## src/rtl/ad5674_pkg.sv

```systemverilog
// Shared types and defaults for the AD5674 write-channel arbiter.
package ad5674_pkg;

    localparam int unsigned AD5674_CH_W   = 5;
    localparam int unsigned AD5674_DATA_W = 12;
    localparam int unsigned DEF_TIMEOUT   = 4096;
    localparam int unsigned DEF_GAP_CYC   = 8;

    typedef enum logic [2:0] {
        StIdle,
        StIssue,
        StWaitBusy,
        StWaitDone,
        StGap
    } arb_state_e;

endpackage

```

## src/rtl/ad5674_dac_arb_rr_grant.sv

```systemverilog
// Combinational round-robin picker: first asserted request at or above rr_ptr, wrapping.
module rr_grant
    import ad5674_pkg::*;
#(
    parameter int unsigned NUM_REQ = 4,
    parameter int unsigned IDX_W   = $clog2(NUM_REQ)
) (
    input  logic [NUM_REQ-1:0] req,
    input  logic [IDX_W-1:0]   rr_ptr,
    output logic [IDX_W-1:0]   grant,
    output logic               any_valid
);

    int unsigned      sum;
    logic [IDX_W-1:0] idx;

    always_comb begin
        grant     = '0;
        any_valid = 1'b0;
        sum       = 0;
        idx       = '0;
        for (int unsigned k = 0; k < NUM_REQ; k++) begin
            sum = 32'(rr_ptr) + k;
            if (sum >= NUM_REQ) begin
                sum = sum - NUM_REQ;
            end
            idx = IDX_W'(sum);
            if (!any_valid && req[idx]) begin
                any_valid = 1'b1;
                grant     = idx;
            end
        end
    end

endmodule

```

## src/rtl/ad5674_dac_arb.sv

```systemverilog
// Round-robin arbiter sharing one AD5674 write channel between NUM_REQ requesters,
// with per-transaction driver timeout and a fixed post-transaction gap.
module ad5674_dac_arb
    import ad5674_pkg::*;
#(
    parameter int unsigned NUM_REQ = 4,
    parameter int unsigned CH_W    = AD5674_CH_W,
    parameter int unsigned DATA_W  = AD5674_DATA_W,
    parameter int unsigned TIMEOUT = DEF_TIMEOUT,
    parameter int unsigned GAP_CYC = DEF_GAP_CYC
) (
    input  logic                      clk,
    input  logic                      rst,
    input  logic [NUM_REQ-1:0]        req_valid,
    input  logic [NUM_REQ*CH_W-1:0]   req_ch,
    input  logic [NUM_REQ*DATA_W-1:0] req_data,
    output logic [NUM_REQ-1:0]        req_ack,
    output logic [NUM_REQ-1:0]        req_done,
    output logic                      dac_trig,
    output logic [CH_W-1:0]           dac_ch,
    output logic [DATA_W-1:0]         dac_din,
    input  logic                      dac_busy,
    input  logic                      err_clr,
    output logic                      err_flag,
    output logic                      arb_busy
);

    localparam int unsigned IDX_W = $clog2(NUM_REQ);
    localparam int unsigned CNT_W = $clog2(TIMEOUT + 1);
    localparam int unsigned GAP_W = $clog2(GAP_CYC + 1);

    localparam logic [CNT_W-1:0]   CntLast = CNT_W'(TIMEOUT - 1);
    localparam logic [CNT_W-1:0]   CntMax  = CNT_W'(TIMEOUT);
    localparam logic [GAP_W-1:0]   GapLast = GAP_W'(GAP_CYC - 1);
    localparam logic [IDX_W-1:0]   IdxLast = IDX_W'(NUM_REQ - 1);
    localparam logic [NUM_REQ-1:0] OneLsb  = NUM_REQ'(1);

    arb_state_e        state_q, state_d;
    logic [IDX_W-1:0]  rr_ptr_q, rr_ptr_d;
    logic [IDX_W-1:0]  grant_q, grant_d;
    logic [CNT_W-1:0]  cnt_q, cnt_d;
    logic [GAP_W-1:0]  gap_q, gap_d;
    logic [CH_W-1:0]   ch_q, ch_d;
    logic [DATA_W-1:0] din_q, din_d;
    logic              err_q, err_d;

    logic              err_set;
    logic              timed_out;
    logic [CNT_W-1:0]  cnt_inc;
    logic [IDX_W-1:0]  pick_idx;
    logic              pick_any;
    logic [CH_W-1:0]   pick_ch;
    logic [DATA_W-1:0] pick_din;
    logic [NUM_REQ-1:0] grant_oh;

    rr_grant #(
        .NUM_REQ (NUM_REQ),
        .IDX_W   (IDX_W)
    ) u_rr_grant (
        .req       (req_valid),
        .rr_ptr    (rr_ptr_q),
        .grant     (pick_idx),
        .any_valid (pick_any)
    );

    // Constant-index mux keeps the slice selects in range for any NUM_REQ.
    always_comb begin
        pick_ch  = '0;
        pick_din = '0;
        for (int unsigned i = 0; i < NUM_REQ; i++) begin
            if (pick_idx == IDX_W'(i)) begin
                pick_ch  = req_ch[i*CH_W +: CH_W];
                pick_din = req_data[i*DATA_W +: DATA_W];
            end
        end
    end

    always_comb begin
        state_d   = state_q;
        rr_ptr_d  = rr_ptr_q;
        grant_d   = grant_q;
        cnt_d     = cnt_q;
        gap_d     = gap_q;
        ch_d      = ch_q;
        din_d     = din_q;
        err_set   = 1'b0;
        timed_out = (cnt_q == CntLast);
        cnt_inc   = (cnt_q == CntMax) ? cnt_q : cnt_q + 1'b1;

        case (state_q)
            StIdle: begin
                if (pick_any) begin
                    state_d  = StIssue;
                    grant_d  = pick_idx;
                    rr_ptr_d = (pick_idx == IdxLast) ? '0 : pick_idx + 1'b1;
                    ch_d     = pick_ch;
                    din_d    = pick_din;
                end
            end
            StIssue: begin
                state_d = StWaitBusy;
                cnt_d   = '0;
            end
            StWaitBusy: begin
                if (dac_busy) begin
                    state_d = StWaitDone;
                    cnt_d   = '0;
                end else if (timed_out) begin
                    state_d = StGap;
                    gap_d   = '0;
                    err_set = 1'b1;
                end else begin
                    cnt_d = cnt_inc;
                end
            end
            StWaitDone: begin
                if (!dac_busy) begin
                    state_d = StGap;
                    gap_d   = '0;
                end else if (timed_out) begin
                    state_d = StGap;
                    gap_d   = '0;
                    err_set = 1'b1;
                end else begin
                    cnt_d = cnt_inc;
                end
            end
            StGap: begin
                if (gap_q == GapLast) begin
                    state_d = StIdle;
                end else begin
                    gap_d = gap_q + 1'b1;
                end
            end
            default: state_d = StIdle;
        endcase

        // A new timeout outranks a simultaneous clear.
        err_d = err_set | (err_q & ~err_clr);
    end

    always_ff @(posedge clk or posedge rst) begin
        if (rst) begin
            state_q  <= StIdle;
            rr_ptr_q <= '0;
            grant_q  <= '0;
            cnt_q    <= '0;
            gap_q    <= '0;
            ch_q     <= '0;
            din_q    <= '0;
            err_q    <= 1'b0;
        end else begin
            state_q  <= state_d;
            rr_ptr_q <= rr_ptr_d;
            grant_q  <= grant_d;
            cnt_q    <= cnt_d;
            gap_q    <= gap_d;
            ch_q     <= ch_d;
            din_q    <= din_d;
            err_q    <= err_d;
        end
    end

    // Strobes decode from registered state, so reset clears them asynchronously.
    assign grant_oh = OneLsb << grant_q;
    assign dac_trig = (state_q == StIssue);
    assign req_ack  = dac_trig ? grant_oh : '0;
    assign req_done = (state_q == StGap && gap_q == GapLast) ? grant_oh : '0;
    assign dac_ch   = ch_q;
    assign dac_din  = din_q;
    assign err_flag = err_q;
    assign arb_busy = (state_q != StIdle);

endmodule

```

## config.mk

```make
export PLATFORM = sky130hd
export DESIGN_NAME = ad5674_dac_arb
export DESIGN_NICKNAME = d
export VERILOG_FILES = /design/src/rtl/ad5674_pkg.sv /design/src/rtl/ad5674_dac_arb_rr_grant.sv /design/src/rtl/ad5674_dac_arb.sv
export SDC_FILE = /design/constraint.sdc
export NUM_CORES = 1
export LEC_CHECK = 0
export CAP_MARGIN = 20
export CELL_PAD_IN_SITES_DETAIL_PLACEMENT = 2
export CELL_PAD_IN_SITES_GLOBAL_PLACEMENT = 2
export CORE_MARGIN = 2
export CORE_UTILIZATION = 25
export CTS_CLUSTER_SIZE = 10
export DETAILED_ROUTE_END_ITERATION = 12
export PLACE_DENSITY_LB_ADDON = 0.12
export SLEW_MARGIN = 10
export SYNTH_ARGS = -nofsm -noshare
export SYNTH_HDL_FRONTEND = slang
export SYNTH_SLANG_ARGS = --single-unit
export TNS_END_PERCENT = 10
```

## constraint.sdc

```tcl
create_clock -name clk -period 2.2 [get_ports clk]
set_input_delay 0.44 -clock clk [delete_from_list [all_inputs] [get_ports clk]]
set_output_delay 0.44 -clock clk [all_outputs]
set_load 0.01 [all_outputs]
```

==> impl_metrics.env <==
export IMPL_reg2regPathDepth=12
export IMPL_drt_iter0_drc=118
export IMPL_grt_max_degree=36
export IMPL_wl_mm=11.1
export IMPL_ys_seq_elements=42
export IMPL_min_period_over_period=1.00
export IMPL_gp_congestion=0.810
export IMPL_layout_setup_ws_ps=-2.67
export IMPL_violations="setup timing"
export IMPL_async_flop_share=1.00
export IMPL_synth_edf_count=0
export IMPL_cp_arrival_ps=2440
export IMPL_outcome="complete, but fails checks"
export IMPL_p_leak_nw=1.85
export IMPL_final_cell_mix="clkdlybuf4s50_1 (90), a21oi_1 (51), dfrtp_1 (40)"
export IMPL_fin_worst_skew_ps=6.30
export IMPL_report_final_slew_viol_count=0
export IMPL_tightest_slew_ps=797
export IMPL_dpl_instance_area_um2=4180
export IMPL_hpwlAfterDp_mm=8.06
export IMPL_viasPerCell=5.18
export IMPL_synthesis_nets=421
export IMPL_p_comb_frac=0.647
export IMPL_worstSetupPathType="flip-flop to flip-flop"
export IMPL_fillCellCount=1192
export IMPL_grt_pass1_wl_mm=17.8
export IMPL_first_global_vias=3422
export IMPL_grt_overflow=0
export IMPL_worstPathRequired_ps=2440
export IMPL_start_util=0.257
export IMPL_intPower_mw=3.04
export IMPL_num_vias=3122
export IMPL_port_buffers=103
export IMPL_rrSetupSlack_ps=-3
export IMPL_yosysTopAreaCell="dfrtp_1"
export IMPL_r2r_start="rr_ptr_q[1]"
export IMPL_antenna_found_initial=0
export IMPL_insertion_delay_ps=300
export IMPL_ioPinCount=104
export IMPL_nets=545
export IMPL_mostFrequentLayoutCell="clkdlybuf4s50_1"
export IMPL_max_vdd_ir_drop_uv=506
export IMPL_p_sw_mw=2.15
export IMPL_grtUsageTotal=0.192
export IMPL_num_antenna_cells=0
export IMPL_dp_cells=583
export IMPL_rows=38
export IMPL_cts_sinks=42
export IMPL_hold_path_end="dac_din[1]"
export IMPL_holdPathStages=1
export IMPL_period_minus_slack_ps=2200
export IMPL_dieHeight_um=110
export IMPL_cts_hold_buf=0
export IMPL_yosysUniqueCellTypes=50
export IMPL_drv_cap=0
export IMPL_rsz0062_at_grt="yes"
export IMPL_die_area_um2=12100
export IMPL_fin_tns_setup_ps=-2.67
export IMPL_timing_rr_end="dac_din[7]"
export IMPL_worst_setup_path_end_kind="flip-flop"
export IMPL_min_from="dac_din[1]"
export IMPL_syn_area_um2=2800
export IMPL_stdcell_area_um2=4530
export IMPL_finalSetupViolCount=1
export IMPL_synth_ff_type="dfrtp_1"
export IMPL_hold_violations=0
export IMPL_cts_max_path_buffers=2
export IMPL_power_frac_clock=0.103
export IMPL_drive_gt1_frac=0.186
export IMPL_core_area_um2=10900
export IMPL_hp_class="flip-flop to flip-flop"
export IMPL_drc=0
export IMPL_ctsHtreeMaxLevel=2
export IMPL_dr_pass1_iters=4
export IMPL_relSlewSlack=0.465
export IMPL_layout_cells_non_filler=603
export IMPL_synth_cells=338
export IMPL_ys_warn_count=0
export IMPL_synth_area_top_cells="dfrtp_1 (38%), a21oi_1 (11%), nand2_1 (4.8%)"
export IMPL_yosysSeqAreaShare=0.375
export IMPL_area_growth_synth_to_final_pct=61.5
export IMPL_synth_top_area_frac=0.375
export IMPL_swShare=0.415
export IMPL_power_frac_seq=0.251
export IMPL_avgSynthCellArea_um2=8.29
export IMPL_drt_antenna_violating_nets=0
export IMPL_numCtsBuffers=5
export IMPL_die_x_um=110
export IMPL_clk_pin_slew_ps=80
export IMPL_p_per_area_nw_per_um2=1150
export IMPL_cts_tree="built"
export IMPL_root_buffer="clkbuf_8"
export IMPL_critPathMaxFanout=8
export IMPL_cp_start_kind="flip-flop"
export IMPL_fmax_ghz=0.454
export IMPL_wl_per_cell_um=18.5
per-layer routing:
metal / GRT usage / vias to the layer above / wire length [µm]
met1: 0.222 / 1554 / 4530
met5: 0 / - / 0
met2: 0.358 / 74 / 5850
met4: 0.0488 / 0 / 298
met3: 0.0391 / 20 / 469
li1: - / 1474 / -
worst max-delay path, stage by stage, from the launching register on:
cell and delay (ps):
dfrtp_2 460, buf_4 150, buf_4 120, o22ai_2 210, a21oi_4 80, ha_4 220
buf_12 140, buf_12 130, nand3b_1 170, a21oi_2 140, a21oi_1 60, o21ai_1 130
o21a_1 120
registers in the layout, summed over array words and instances, names as in the netlist:
register,cells
cnt_q,13
dac_ch,5
dac_din,12
err_flag,1
gap_q,4
grant_q,2
rr_ptr_q,2
state_q,3
area by class of cell:
| class | count | area [µm²] | area share |
|---|---|---|---|
| Inverter | 13 | 48.8 | 0.0108 |
| Multi-Input combinational cell | 259 | 1720 | 0.379 |
| Timing Repair Buffer | 141 | 1440 | 0.318 |
| Clock inverter | 1 | 5.00 | 0.00111 |
| Tap cell | 140 | 175 | 0.0387 |
| Clock buffer | 7 | 86.3 | 0.0191 |
| Sequential cell | 42 | 1050 | 0.233 |
cells in the mapped netlist (all sizes together), types with 5 or more instances:
cell type	n
nand3b	15
inv	13
clkbuf	14
nand2	36
nor2	15
nand2b	5
nor3	7
dfrtp	42
nor2b	6
ha	7
nand3	9
or4	6
o21ai	23
buf	10
a21oi	62
o21a	16
nand4	6
how the worst max path moves through the flow:
stage | end | cells after the start | slack (ps) | from
global placement | dac_din[5] | 11 | -560 | req_valid[0]
finish | dac_din[7] | 12 | -3 | rr_ptr_q[1]
detailed placement | dac_din[4] | 11 | -700 | req_valid[0]
global route | dac_din[11] | 11 | -160 | rr_ptr_q[1]
floorplan | dac_din[0] | 11 | 80 | req_valid[0]
CTS | dac_din[2] | 12 | 3 | rr_ptr_q[1]
stage by stage:
stage / utilization / setup slack (ps) / hold slack [ps] / power, mW
after floorplan: - / 83.3 / 492 / 2.86
after global placement: 0.383 / -561 / 462 / 4.15
after detailed placement: 0.383 / -698 / 478 / 4.25
after CTS: 0.406 / 3.16 / 497 / 5.08
after global routing: 0.416 / -156 / 516 / 5.64
final: 0.416 / -2.67 / 492 / 5.20
timing repair:
action	CTS	global route
cloned	2	0
setup buffers	5	5
endpoints found under the setup margin	27	18
gates resized for setup	34	32
pin swaps	4	13
power by group through the flow:
stage                     combinational (mW)  sequential, mW  clock [mW]
after CTS                               3.23            1.30       0.553
after detailed placement                2.95            1.30           0
after global placement                  2.86            1.28           0
final                                   3.36            1.30       0.535
after global routing                    3.71            1.35       0.583
after floorplan                         1.55            1.31           0
logic make-up (layout without fill, tap and decap cells):
group                      count (synthesis)  after routing  share of synthesized area
AOI/OAI and AO/OA                        125            125                      0.263
adders and majority gates                  8              8                     0.0348
and+or+nand+nor                          120            120                      0.246
DFF                                       42             42                      0.375
buffers and inverters                     37            162                     0.0589
muxes                                      4              4                     0.0156
xor gates and xnor gates                   2              2                    0.00625
Note: power is estimated with default switching activity, not from simulation.
